$ cat config.mk
export PLATFORM = sky130hd
export DESIGN_NAME = fetch_unit
export DESIGN_NICKNAME = d
export VERILOG_FILES = /design/src/rtl/fetch_unit_pkg.sv /design/src/rtl/fetch_fifo.sv /design/src/rtl/fetch_unit.sv
export SDC_FILE = /design/constraint.sdc
export NUM_CORES = 1
export LEC_CHECK = 0
export BUFFER_PORTS_ARGS = -buffer_cell sky130_fd_sc_hd__buf_2
export CAP_MARGIN = 15
export CORE_ASPECT_RATIO = 1.5
export CORE_UTILIZATION = 61
export DETAILED_ROUTE_END_ITERATION = 6
export GPL_TIMING_DRIVEN = 0
export PLACE_DENSITY = 0.85
export SYNTH_ARGS = -nofsm -noshare
export SYNTH_HDL_FRONTEND = slang
export SYNTH_SLANG_ARGS = --single-unit
$ cat constraint.sdc
create_clock -name clk -period 6.2 [get_ports clk]
set_input_delay 0.31 -clock clk [delete_from_list [all_inputs] [get_ports clk]]
set_output_delay 0.31 -clock clk [all_outputs]
set_load 0.005 [all_outputs]
$ cat src/rtl/fetch_unit_pkg.sv
// Shared constants and the fetch FSM state encoding for the instruction-fetch stage.
package fetch_unit_pkg;

  localparam logic [31:0] NOP_INSTR = 32'h0000_0013;

  typedef enum logic [2:0] {
    ST_RESET      = 3'd0,
    ST_IDLE       = 3'd1,
    ST_REQ        = 3'd2,
    ST_WAIT       = 3'd3,
    ST_FLUSH_REQ  = 3'd4,
    ST_FLUSH_WAIT = 3'd5
  } fetch_state_e;

endpackage

$ cat src/rtl/fetch_fifo.sv
// Small prefetch FIFO holding {pc, instr} pairs; flush wins over push, push at full is
// accepted only together with a pop.
module fetch_fifo #(
  parameter int unsigned DEPTH = 2,
  parameter int unsigned WIDTH = 64,
  localparam int unsigned CW = $clog2(DEPTH + 1)
) (
  input  logic             clk,
  input  logic             rst_n,
  input  logic             push,
  input  logic             pop,
  input  logic             flush,
  input  logic [WIDTH-1:0] data_i,
  output logic [WIDTH-1:0] head_o,
  output logic [CW-1:0]    count_o,
  output logic             empty_o,
  output logic             full_o
);

  localparam int unsigned PW = (DEPTH > 1) ? $clog2(DEPTH) : 1;

  logic [WIDTH-1:0] mem_q [DEPTH];
  logic [WIDTH-1:0] mem_d [DEPTH];
  logic [PW-1:0]    rd_ptr_q, rd_ptr_d, wr_ptr_q, wr_ptr_d;
  logic [CW-1:0]    count_q, count_d;
  logic             do_push, do_pop;

  // Explicit wrap so non-power-of-two depths work.
  function automatic logic [PW-1:0] ptr_inc(input logic [PW-1:0] p);
    return (p == PW'(DEPTH - 1)) ? '0 : p + 1'b1;
  endfunction

  always_comb begin
    do_pop   = pop && (count_q != '0);
    do_push  = push && ((count_q != CW'(DEPTH)) || do_pop);
    mem_d    = mem_q;
    rd_ptr_d = rd_ptr_q;
    wr_ptr_d = wr_ptr_q;
    count_d  = count_q;
    if (flush) begin
      rd_ptr_d = '0;
      wr_ptr_d = '0;
      count_d  = '0;
    end else begin
      if (do_push) begin
        mem_d[wr_ptr_q] = data_i;
        wr_ptr_d        = ptr_inc(wr_ptr_q);
      end
      if (do_pop) rd_ptr_d = ptr_inc(rd_ptr_q);
      count_d = count_q + CW'(do_push) - CW'(do_pop);
    end
  end

  always_ff @(posedge clk) begin
    if (!rst_n) begin
      mem_q    <= '{default: '0};
      rd_ptr_q <= '0;
      wr_ptr_q <= '0;
      count_q  <= '0;
    end else begin
      mem_q    <= mem_d;
      rd_ptr_q <= rd_ptr_d;
      wr_ptr_q <= wr_ptr_d;
      count_q  <= count_d;
    end
  end

  assign head_o  = mem_q[rd_ptr_q];
  assign count_o = count_q;
  assign empty_o = (count_q == '0);
  assign full_o  = (count_q == CW'(DEPTH));

endmodule

$ cat src/rtl/fetch_unit.sv
// Instruction-fetch stage: owns the PC, runs the req/gnt/rvalid fetch bus with one
// outstanding transaction, and feeds IF/ID from a prefetch FIFO.
module fetch_unit
  import fetch_unit_pkg::*;
#(
  parameter int unsigned                  INSTR_ADDR_WIDTH = 32,
  parameter logic [INSTR_ADDR_WIDTH-1:0]  BOOT_ADDR        = '0,
  parameter int unsigned                  FIFO_DEPTH       = 2
) (
  input  logic                        clk,
  input  logic                        rst_n,
  input  logic                        fetch_stall_i,
  input  logic                        branch_taken_i,
  input  logic [INSTR_ADDR_WIDTH-1:0] branch_target_i,
  output logic                        instr_req_o,
  output logic [INSTR_ADDR_WIDTH-1:0] instr_addr_o,
  input  logic                        instr_gnt_i,
  input  logic                        instr_rvalid_i,
  input  logic [INSTR_ADDR_WIDTH-1:0] instr_rdata_i,
  output logic                        instr_valid_o,
  output logic [INSTR_ADDR_WIDTH-1:0] instr_o,
  output logic [INSTR_ADDR_WIDTH-1:0] pc_o,
  output logic [2:0]                  dbg_state_o
);

  localparam int unsigned W  = INSTR_ADDR_WIDTH;
  localparam int unsigned CW = $clog2(FIFO_DEPTH + 1);

  fetch_state_e   state_q, state_d;
  logic [W-1:0]   fetch_addr_q, fetch_addr_d;
  logic [W-1:0]   pend_addr_q, pend_addr_d;
  logic [W-1:0]   target;
  logic           push, pop, space, empty, full;
  logic [CW-1:0]  count;
  logic [2*W-1:0] head;
  logic           unused_tgt_lsbs;

  assign target          = {branch_target_i[W-1:2], 2'b00};
  assign unused_tgt_lsbs = ^branch_target_i[1:0];

  assign pop   = !empty && !fetch_stall_i && !branch_taken_i;
  assign push  = (state_q == ST_WAIT) && instr_rvalid_i && !branch_taken_i;
  assign space = full ? (pop && !push)
                      : ((int'(count) + int'(push) - int'(pop)) < int'(FIFO_DEPTH));

  // Valid/ready: a request is accepted on a cycle with req && gnt; req and addr hold
  // until then. rvalid returns one response per grant, never in the grant cycle.
  always_comb begin
    state_d      = state_q;
    fetch_addr_d = fetch_addr_q;
    pend_addr_d  = pend_addr_q;
    instr_req_o  = 1'b0;
    instr_addr_o = fetch_addr_q;
    case (state_q)
      ST_RESET: state_d = ST_REQ;
      ST_IDLE: begin
        if (branch_taken_i) begin
          fetch_addr_d = target;
          state_d      = ST_REQ;
        end else if (space) begin
          state_d = ST_REQ;
        end
      end
      ST_REQ: begin
        instr_req_o = 1'b1;
        if (branch_taken_i) begin
          fetch_addr_d = target;
          pend_addr_d  = fetch_addr_q;
          state_d      = instr_gnt_i ? ST_FLUSH_WAIT : ST_FLUSH_REQ;
        end else if (instr_gnt_i) begin
          fetch_addr_d = fetch_addr_q + W'(4);
          state_d      = ST_WAIT;
        end
      end
      ST_WAIT: begin
        if (instr_rvalid_i) begin
          if (branch_taken_i) begin
            fetch_addr_d = target;
            state_d      = ST_REQ;
          end else if (space) begin
            instr_req_o = 1'b1;
            if (instr_gnt_i) begin
              fetch_addr_d = fetch_addr_q + W'(4);
              state_d      = ST_WAIT;
            end else begin
              state_d = ST_REQ;
            end
          end else begin
            state_d = ST_IDLE;
          end
        end else if (branch_taken_i) begin
          fetch_addr_d = target;
          state_d      = ST_FLUSH_WAIT;
        end
      end
      ST_FLUSH_REQ: begin
        // The raised request keeps its pre-branch address until granted.
        instr_req_o  = 1'b1;
        instr_addr_o = pend_addr_q;
        if (branch_taken_i) fetch_addr_d = target;
        if (instr_gnt_i) state_d = ST_FLUSH_WAIT;
      end
      ST_FLUSH_WAIT: begin
        if (branch_taken_i) fetch_addr_d = target;
        if (instr_rvalid_i) state_d = ST_REQ;
      end
      default: state_d = ST_RESET;
    endcase
  end

  always_ff @(posedge clk) begin
    if (!rst_n) begin
      state_q      <= ST_RESET;
      fetch_addr_q <= BOOT_ADDR;
      pend_addr_q  <= BOOT_ADDR;
    end else begin
      state_q      <= state_d;
      fetch_addr_q <= fetch_addr_d;
      pend_addr_q  <= pend_addr_d;
    end
  end

  // Pushed PC is the address just before fetch_addr, which advanced on the grant.
  fetch_fifo #(
    .DEPTH (FIFO_DEPTH),
    .WIDTH (2 * W)
  ) u_fifo (
    .clk     (clk),
    .rst_n   (rst_n),
    .push    (push),
    .pop     (pop),
    .flush   (branch_taken_i),
    .data_i  ({fetch_addr_q - W'(4), instr_rdata_i}),
    .head_o  (head),
    .count_o (count),
    .empty_o (empty),
    .full_o  (full)
  );

  assign instr_valid_o = !empty;
  assign instr_o       = empty ? W'(NOP_INSTR) : head[W-1:0];
  assign pc_o          = empty ? '0 : head[2*W-1:W];
  assign dbg_state_o   = state_q;

endmodule

* After elaboration in Yosys (flattened, before gate mapping)
Index checks and enable logic that the tools add are counted.
** Word-level totals
- Input port bits :: 70
- Register bits :: 199
- Output and inout port bits :: 101
- Logic and storage cells :: 97
** Cells by class
- Reduce and logical (&&, ||, !) cells :: 24
- Add/subtract/negate cells :: 8
- Eq/ne operators :: 13
- Magnitude comparators :: 4
- Mux-type cells :: 36
- Bitwise gates (word level) :: 4
** Operators by type and width (count)
- two-way mux 32 bit :: 9
- two-way mux 64 bit :: 4
- bitwise mux 128 bit :: 1
- one-hot mux 32 bit (3 select lines) :: 1
- demux 64 bit (select 1 bit) :: 1
- adder 32 x 3 -> 32 bit, second input constant :: 1
- subtractor 32 x 3 -> 32 bit, second input constant :: 1
- two-way mux 3 bit :: 10
- one-hot mux 3 bit (6 select lines) :: 1
- != test 3 bit, second input constant :: 3
- logical AND 1 bit :: 8
- two-way mux 1 bit :: 8
- == test 3 x 2 -> 1 bit, second input constant :: 2
- == test 3 bit, second input constant :: 2
- != test 2 bit, second input constant :: 3
- AND reduction 2 bit :: 3
- AND reduction 5 bit :: 1
- greater-or-equal comparator 2 bit, second input constant :: 2
- logical NOT 1 bit :: 4
- less-than comparator 4 x 3 -> 1 bit, second input constant :: 1
- != test 4 bit, second input constant :: 1
- NOT 1 -> 2 bit :: 2
- OR reduction 2 bit :: 2
- subtractor 3 x 1 -> 4 bit :: 1
- 15 further kinds :: 17

* Longest topological paths before layout
Gate-level depths: netlist of run 1.
- Depth after elaboration :: 11
- Gate-level depth with buffers :: 13

* Modules after synthesis
Synthesis of run 1 repeated with hierarchy kept, for this count alone.
** Unflattened totals
- Cells, all modules :: 1281
- Area, all modules :: 11086.9 sq um
** By module, submodules not included
- fetch_fifo :: cells an instance 581, instances 1, area each 5808.1 sq um
- fetch_unit :: cells an instance 700, instances 1, area each 5278.8 sq um

* Least setup slack after synthesis of run 1
OpenSTA, ideal clock, no wires.
- Path type :: input to register
- Start point :: input port branch_taken_i
- End point :: register fetch_addr_q[20]
- Setup slack :: 2.653 ns
- Data required time :: 6.081 ns
- Arrival :: 3.428 ns
- Buffers on the path :: 4
- Library setup time :: 0.119 ns
- Stages :: 13
- Cell sequence :: clkbuf_1 > buf_1 > buf_1 > nor3_1 > ha_1 > nand2b_1 > fa_1 > and2_1 > a21o_1 > a21boi_1 > clkbuf_1 > nor3_1 > o221a_2
** On the way
- Word-level cells in the longest chain between the ends :: 8
** Ends and longest elaborated chain
- from (decl) :: RTL line fetch_unit.sv:13 : input logic branch_taken_i,
- logical NOT 1 bit :: RTL line fetch_unit.sv:41, fetch_unit.sv:42
- logical AND 1 bit :: RTL line fetch_unit.sv:42 : assign push = (state_q == ST_WAIT) && instr_rvalid_i && !branch_taken_i;
- adder 2 x 1 -> 3 bit :: RTL line fetch_unit.sv:44 : : ((int'(count) + int'(push) - int'(pop)) < int'(FIFO_DEPTH));
- subtractor 3 x 1 -> 4 bit :: RTL line fetch_unit.sv:44
- less-than comparator 4 x 3 -> 1 bit :: RTL line fetch_unit.sv:44
- two-way mux 1 bit :: RTL line fetch_unit.sv:43 : assign space = full ? (pop && !push)
- != test 4 bit (no line)
- AND reduction 2 bit (no line)
- to (signal assigned) :: RTL line fetch_unit.sv:118 : fetch_addr_q <= fetch_addr_d;
- to (decl) :: RTL line fetch_unit.sv:30 : logic [W-1:0] fetch_addr_q, fetch_addr_d;
Parallel ways exist; a longest one is shown, timed or not.
A chain may end at the register's enable or synchronous reset.

* Worst setup path in the final report of run 1
- Start point :: input port branch_taken_i
- End point :: register fetch_addr_q[30]
The elaborated chain is that of the path after synthesis.

==> results of run 1 <==
-- cells by family (layout without fill, tap and decap cells) --
logic type	after synthesis	after routing	synth area share
compound gates	334	334	0.201
buf+inv	142	342	0.0545
fa+ha+maj	8	8	0.0105
mux	94	94	0.0956
xor+xnor	30	30	0.0257
flops	199	199	0.389
simple gates	505	505	0.224
-- through the flow --
stage	utilization	setup slack (ns)
6_report	0.731	1.51
5_1_grt	0.731	1.41
4_1_cts	0.731	1.67
3_5_place_dp	0.694	1.22
3_3_place_gp	0.694	1.24
2_1_floorplan	-	2.65
-- per-layer routing --
metal	up-vias	wire length (um)	global-route usage
met5	-	13	0
met4	2	2070	0.248
met3	153	2750	0.0779
met2	604	16900	0.681
met1	4974	12300	0.437
li1	4966	-	-
-- state kept, by name, indices dropped and copies added (netlist names) --
| signal | cells |
|---|---|
| u_fifo.mem_q | 128 |
| fetch_addr_q | 32 |
| pend_addr_q | 32 |
| dbg_state_o | 3 |
| u_fifo.count_o | 2 |
| u_fifo.rd_ptr_q | 1 |
| u_fifo.wr_ptr_q | 1 |
-- cell usage in the layout (no fill, tap or decap), types with 23 or more instances in the layout --
master / Yosys / final
a21oi_1: 154 / 154
a211oi_1: 31 / 31
nor2_1: 128 / 128
nand3_1: 23 / 23
mux2i_1: 64 / 64
nor3_1: 25 / 25
buf_2: 8 / 176
clkbuf_1: 103 / 103
dfxtp_1: 199 / 199
o21ai_0: 54 / 54
mux2_2: 30 / 30
nand2_1: 237 / 237
-- power by group through the flow --
stage | Combinational (mW) | Sequential (mW) | Clock [mW]
after floorplan | 0.413 | 1.36 | 0
final | 0.635 | 1.34 | 1.14
after global placement | 0.604 | 1.37 | 0
after detailed placement | 0.613 | 1.37 | 0
after global routing | 0.675 | 1.35 | 1.19
after CTS | 0.616 | 1.34 | 1.14
-- path summary, 6_finish.rpt --
path | slack, ns | startpoint | end | cells after the start
min reg2reg | 0.45 | pend_addr_q[20]$_SDFFE_PN0P_ | pend_addr_q[20]$_SDFFE_PN0P_ | 2
max | 1.51 | branch_taken_i | fetch_addr_q[30]$_SDFFE_PN0P_ | 14
min | 0.10 | instr_rdata_i[8] | u_fifo.mem_q[8]$_SDFFE_PN0P_ | 3
max reg2reg | 1.90 | u_fifo.count_o[1]$_SDFF_PP0_ | fetch_addr_q[30]$_SDFFE_PN0P_ | 11
-- critical path: stages --
cell      delay (ns)
buf_2           0.09
clkbuf_1        0.42
buf_1           0.48
buf_1           0.59
nor3_1          0.18
ha_1            0.33
nand2b_1        0.16
fa_1            0.40
and2_1          0.18
a21o_1          0.20
a21boi_1        0.56
clkbuf_1        0.52
nor4_1          0.12
a211oi_1        0.43
-- area by class of cell --
class                   count  area share
inverters                  16     0.00503
repair buffers            168      0.0704
plain buffers             126      0.0417
clock inverters            15      0.0146
clock buffers              17      0.0356
well taps                 206      0.0216
multi-input cells         971       0.477
flip-flops and latches    199       0.334
==> flow_metrics.tcl, run 1 <==
set metrics [dict create \
    outcome "finished clean" \
    period_share 0.756 \
    cts_setup_buffers 0 \
    switchingPower_mw 1.01 \
    cts_tree "done" \
    synth_top_area_cell "dfxtp_1" \
    synth_top_area_frac 0.389 \
    max_freq_ghz 0.213 \
    relSlewSlack 0.258 \
    synth-main-ff-cell "dfxtp_1" \
    worst_setup_path_start_kind "primary input" \
    worstPathRequired_ns 6.50 \
    multi_input_area_um2 5700 \
    cts_root_buf "clkbuf_16" \
    antenna_found_initial 1 \
    n_antenna_cell 0 \
    totalPowerFinal_mw 3.12 \
    seqCellArea_um2 3980 \
    power_frac_comb 0.204 \
    post_drt_wl_per_cell_um 19.8 \
    worst_hold_slack_ns 0.105 \
    avgSynthCellArea_um2 7.80 \
    path_class "in2reg" \
    switching_share 0.323 \
    ys_seq_area_frac 0.389 \
    drv_cap 0 \
    fin_skew_ns 0.0120 \
    drc 0 \
    totalWireLength_um 34100 \
    ctsResizeCount 0 \
    drtIter0Drc 921 \
    dpl.cell_count 1686 \
    syn_inst 1312 \
    seqPwrFrac 0.430 \
    p_per_area_nw_per_um2 261 \
    end_kind "flop" \
    die_w_um 108 \
    die_area_um2 17300 \
    yosysUniqueCellTypes 67 \
    finalHoldViolations 0 \
    area_delta_synth_final_pct 16.6 \
    share_clk_of_total_power 0.366 \
    start_util 0.627 \
    setup_viol 0 \
    synthTopCellsByArea "dfxtp_1, nand2_1, a21oi_1, mux2i_1, nor2_1" \
    synth.cell_area_um2 10200 \
    hold_class "in2reg" \
    ioPinCount 171 \
    rsz0062_at_grt "false" \
    dr.pass1.iters 5 \
    yosysMostFrequentCell "nand2_1" \
    critical_path.max_fanout 10 \
    num_vias 10700 \
    clockBufferDepth 2 \
    overflow 0 \
    synthArstFlopShare 0 \
    p_int_mw 2.11 \
    core_um2 16300 \
    gp_congestion 0.995 \
    syn-num-nets 1390 \
    clk_pin_slew_ns 0.08 \
    nets 1577 \
    clock_sinks 199 \
    cp.arrival_ns 4.98 \
    hpwlAfterDp_um 24700 \
    placed_cell_area_um2 11300 \
    vias_per_cell 6.23 \
    grt_pass1_vias 10200 \
    drtAntennaViolNets 0 \
    setup-tns-final_ns 0 \
    grt_pass1_wl_um 52600 \
    clk_latency_ns 0.45 \
    synth_common_cells "nand2_1, dfxtp_1, a21oi_1, nor2_1, clkbuf_1" \
    dieHeight_um 161 \
    vdd_drop_max_uv 204 \
    p_leak_nw 4.30 \
    synth_edf_count 0 \
    ys_ff_latch 199 \
    instances_no_fill 1718 \
    worst_pin_slew_ns 1.10 \
    nFillCells 1321 \
    port_buffers 168 \
    cts_hold_repair.buffers 0 \
    rows 57 \
    layout-drive-gt1-share 0.173 \
    yosys_warnings 0 \
    cts_buffers 17 \
    slew_violations 0 \
    grt_usage 0.395 \
    post-route-cell-area_um2 11900 \
    cts.htree.levels 4 \
    fin_crit_ns 4.69 \
    grt_max_degree 21 \
]
(Power assumes the default switching activity.)
==> run 2, diff against run 1 <==
--- a/config.mk
+++ b/config.mk
@@ -5,13 +5,14 @@
 export SDC_FILE = /design/constraint.sdc
 export NUM_CORES = 1
 export LEC_CHECK = 0
+export ABC_AREA = 1
 export BUFFER_PORTS_ARGS = -buffer_cell sky130_fd_sc_hd__buf_2
 export CAP_MARGIN = 15
 export CORE_ASPECT_RATIO = 1.5
-export CORE_UTILIZATION = 61
+export CORE_UTILIZATION = 52
 export DETAILED_ROUTE_END_ITERATION = 6
 export GPL_TIMING_DRIVEN = 0
-export PLACE_DENSITY = 0.85
+export PLACE_DENSITY = 0.77
 export SYNTH_ARGS = -nofsm -noshare
 export SYNTH_HDL_FRONTEND = slang
 export SYNTH_SLANG_ARGS = --single-unit
==> constraint.sdc (replaced) <==
create_clock -name clk -period 4.3 [get_ports clk]
set_input_delay 0.215 -clock clk [delete_from_list [all_inputs] [get_ports clk]]
set_output_delay 0.215 -clock clk [all_outputs]
set_load 0.005 [all_outputs]
==> run 2 against run 1 <==
  * Synthesized area is 8.6% higher
  * Synthesized cell count grew 34%
  * Non-clock buffer count stayed put
  * Critical path type is now reg2out
  * Largest power group is now combinational logic
==> flow_metrics.tcl, run 2 <==
set metrics [dict create \
    clock_sinks 199 \
    die_w_um 121 \
    min_from "instr_rdata_i[12]" \
    crit_start "u_fifo.count_o[1]$_SDFF_PP0_" \
    overflow 0 \
    cp_slowest_stage_delay_ns 0.58 \
    max_freq_ghz 0.254 \
    clk_latency_ns 0.46 \
    gp_congestion 0.987 \
    worstPathCellList "nor2_1 > clkbuf_1 > nor3_1 > ha_1 > inv_1 > nand2_1 > fa_1 > nand2_1 > o21ai_0 > nand2_1 > o311ai_0 > buf_2" \
    core_um2 21000 \
    synth.cell_area_um2 11100 \
    port_buffers 167 \
    fin_skew_ns 0.0124 \
    ys_seq_area_frac 0.358 \
    crit_buf_inv 3 \
    antenna_found_initial 0 \
    drtIter0Drc 1005 \
    synth_top_area_cell "dfxtp_1" \
    die_area_um2 22000 \
    p_per_area_nw_per_um2 522 \
    avgSynthCellArea_um2 6.31 \
    p_leak_nw 5.97 \
    power_frac_comb 0.407 \
    end_kind "primary output" \
    worst_setup_path_start_kind "flop" \
    seqPwrFrac 0.332 \
    synth-main-ff-cell "dfxtp_1" \
    finalHoldViolations 0 \
    top_register "u_fifo.mem_q" \
    wl_met3_um 2550 \
    yosysMostFrequentCell "nor2_1" \
    critical_path.max_fanout 10 \
    totalWireLength_um 39300 \
    r2r_start "u_fifo.count_o[1]$_SDFF_PP0_" \
    worst_pin_slew_ns 0.744 \
    dr.pass1.iters 5 \
    vias_per_cell 5.66 \
    dieHeight_um 181 \
    rsz0062_at_grt "false" \
    cts_root_buf "clkbuf_16" \
    cts_hold_repair.buffers 7 \
    synthArstFlopShare 0 \
    vdd_drop_max_uv 310 \
    pre_cts_slack_ns 0.635 \
    switching_share 0.428 \
    switchingPower_mw 2.91 \
    placed_cell_area_um2 12300 \
    top_layer_used "met4" \
    drc 0 \
    post_drt_wl_per_cell_um 17.6 \
    cts_tree "done" \
    largest_reg_flops 128 \
    cts_setup_buffers 0 \
    totalPowerFinal_mw 6.79 \
    syn_inst 1763 \
    grt_pass1_vias 12100 \
    cts_buffers 17 \
    p_int_mw 3.88 \
    drv_cap 0 \
    synthTopCellsByArea "dfxtp_1, nor2_1, o21ai_0, nand2_1, a21oi_1" \
    grt_usage 0.361 \
    share_clk_of_total_power 0.260 \
    synth_common_cells "nor2_1, nand2_1, o21ai_0, dfxtp_1, inv_1" \
    hpwlAfterDp_um 29900 \
    synth_edf_count 0 \
    outcome "finished clean" \
    path_class "reg2out" \
    cp.arrival_ns 3.72 \
    worst_hold_slack_ns 0.00615 \
    yosysUniqueCellTypes 42 \
    grt_pass1_wl_um 61400 \
    clockBufferDepth 2 \
    instances_no_fill 2237 \
    ys_ff_latch 199 \
    setup-tns-final_ns 0 \
    rows 65 \
    clk_pin_slew_ns 0.07 \
    start_util 0.530 \
    period_share 0.916 \
    worstPathRequired_ns 4.09 \
    syn-num-nets 1841 \
    cts.htree.levels 4 \
    num_vias 12700 \
    area_delta_synth_final_pct 17.0 \
    yosys_warnings 0 \
    setup_slack_ns 0.361 \
    dpl.cell_count 2198 \
    mostFrequentLayoutCell "nor2_1" \
    drtAntennaViolNets 0 \
    reg.largest.list "u_fifo.mem_q: 128 flops, fetch_addr_q: 32 flops, pend_addr_q: 32 flops" \
    synth_top_area_frac 0.358 \
    setup_viol 0 \
    ctsResizeCount 0 \
    post-route-cell-area_um2 13000 \
    wl_met1_um 14700 \
    final_util 0.620 \
    ioPinCount 171 \
    layout-drive-gt1-share 0.140 \
    grt_max_degree 19 \
    layout_common_cells "nor2_1, nand2_1, o21ai_0" \
    cp_common_cell "nand2_1" \
    relSlewSlack 0.504 \
    hold_class "in2reg" \
    dr_wl_met2_um 19500 \
    critPathTopFamily "buffers and inverters" \
    n_antenna_cell 0 \
    cpMaxStageDelayCell "clkbuf_1" \
    slew_violations 0 \
    nets 2034 \
    fin_crit_ns 3.94 \
]
==> run 2: cells by family after synthesis <==
kind of cell / synth area share
AO/OA/AOI/OAI: 0.200
XOR/XNOR: 0.0173
AND/OR/NAND/NOR: 0.309
buffers and inverters: 0.105
adder cells (fa/ha/maj): 0.00968
flip-flops: 0.358
==> run 2: final cells by class <==
type                    count  area, um^2
well taps                 268         335
inverters                 163         612
clock buffers              17         425
fillers                  2030        7980
multi-input cells        1281        5960
clock inverters            15         221
flip-flops and latches    199        3980
plain buffers             120         559
repair buffers            174         906
==> run 2: worst register-to-register path: stages (launching register included) <==
cell	delay [ns]
dfxtp_1	0.39
nor2_1	0.17
clkbuf_1	0.59
nor3_1	0.16
ha_1	0.31
inv_1	0.07
nand2_1	0.07
fa_1	0.52
nand2_1	0.06
o21ai_0	0.14
nand2_1	0.16
a21boi_2	0.21
buf_4	0.22
nand2_1	0.20
o21ai_0	0.27
nor2_1	0.06
==> run 2: path summary, 6_finish.rpt <==
kind | slack, ns | cells past startpoint | endpoint
worst min register to register | 0.51 | 2 | u_fifo.mem_q[120]$_SDFFE_PN0P_
worst max-delay path | 0.36 | 12 | instr_req_o
worst max register to register | 0.60 | 15 | fetch_addr_q[10]$_SDFFE_PN0P_
worst min-delay path | 0.006 | 3 | u_fifo.mem_q[12]$_SDFFE_PN0P_
==> run 2: power by group through the flow <==
stage               Sequential [mW]  Combinational, mW  Clock, mW
global route                   2.28               3.03       1.85
CTS                            2.24               2.70       1.78
detailed placement             2.29               2.68          0
global placement               2.28               2.66          0
floorplan                      2.23               1.80          0
finish                         2.26               2.77       1.77
==> run 2: layer usage <==
| metal | up-vias | GRT usage |
|---|---|---|
| met3 | 150 | 0.0527 |
| met5 | - | 0 |
| li1 | 6139 | - |
| met4 | 0 | 0.251 |
| met1 | 5787 | 0.395 |
| met2 | 587 | 0.630 |
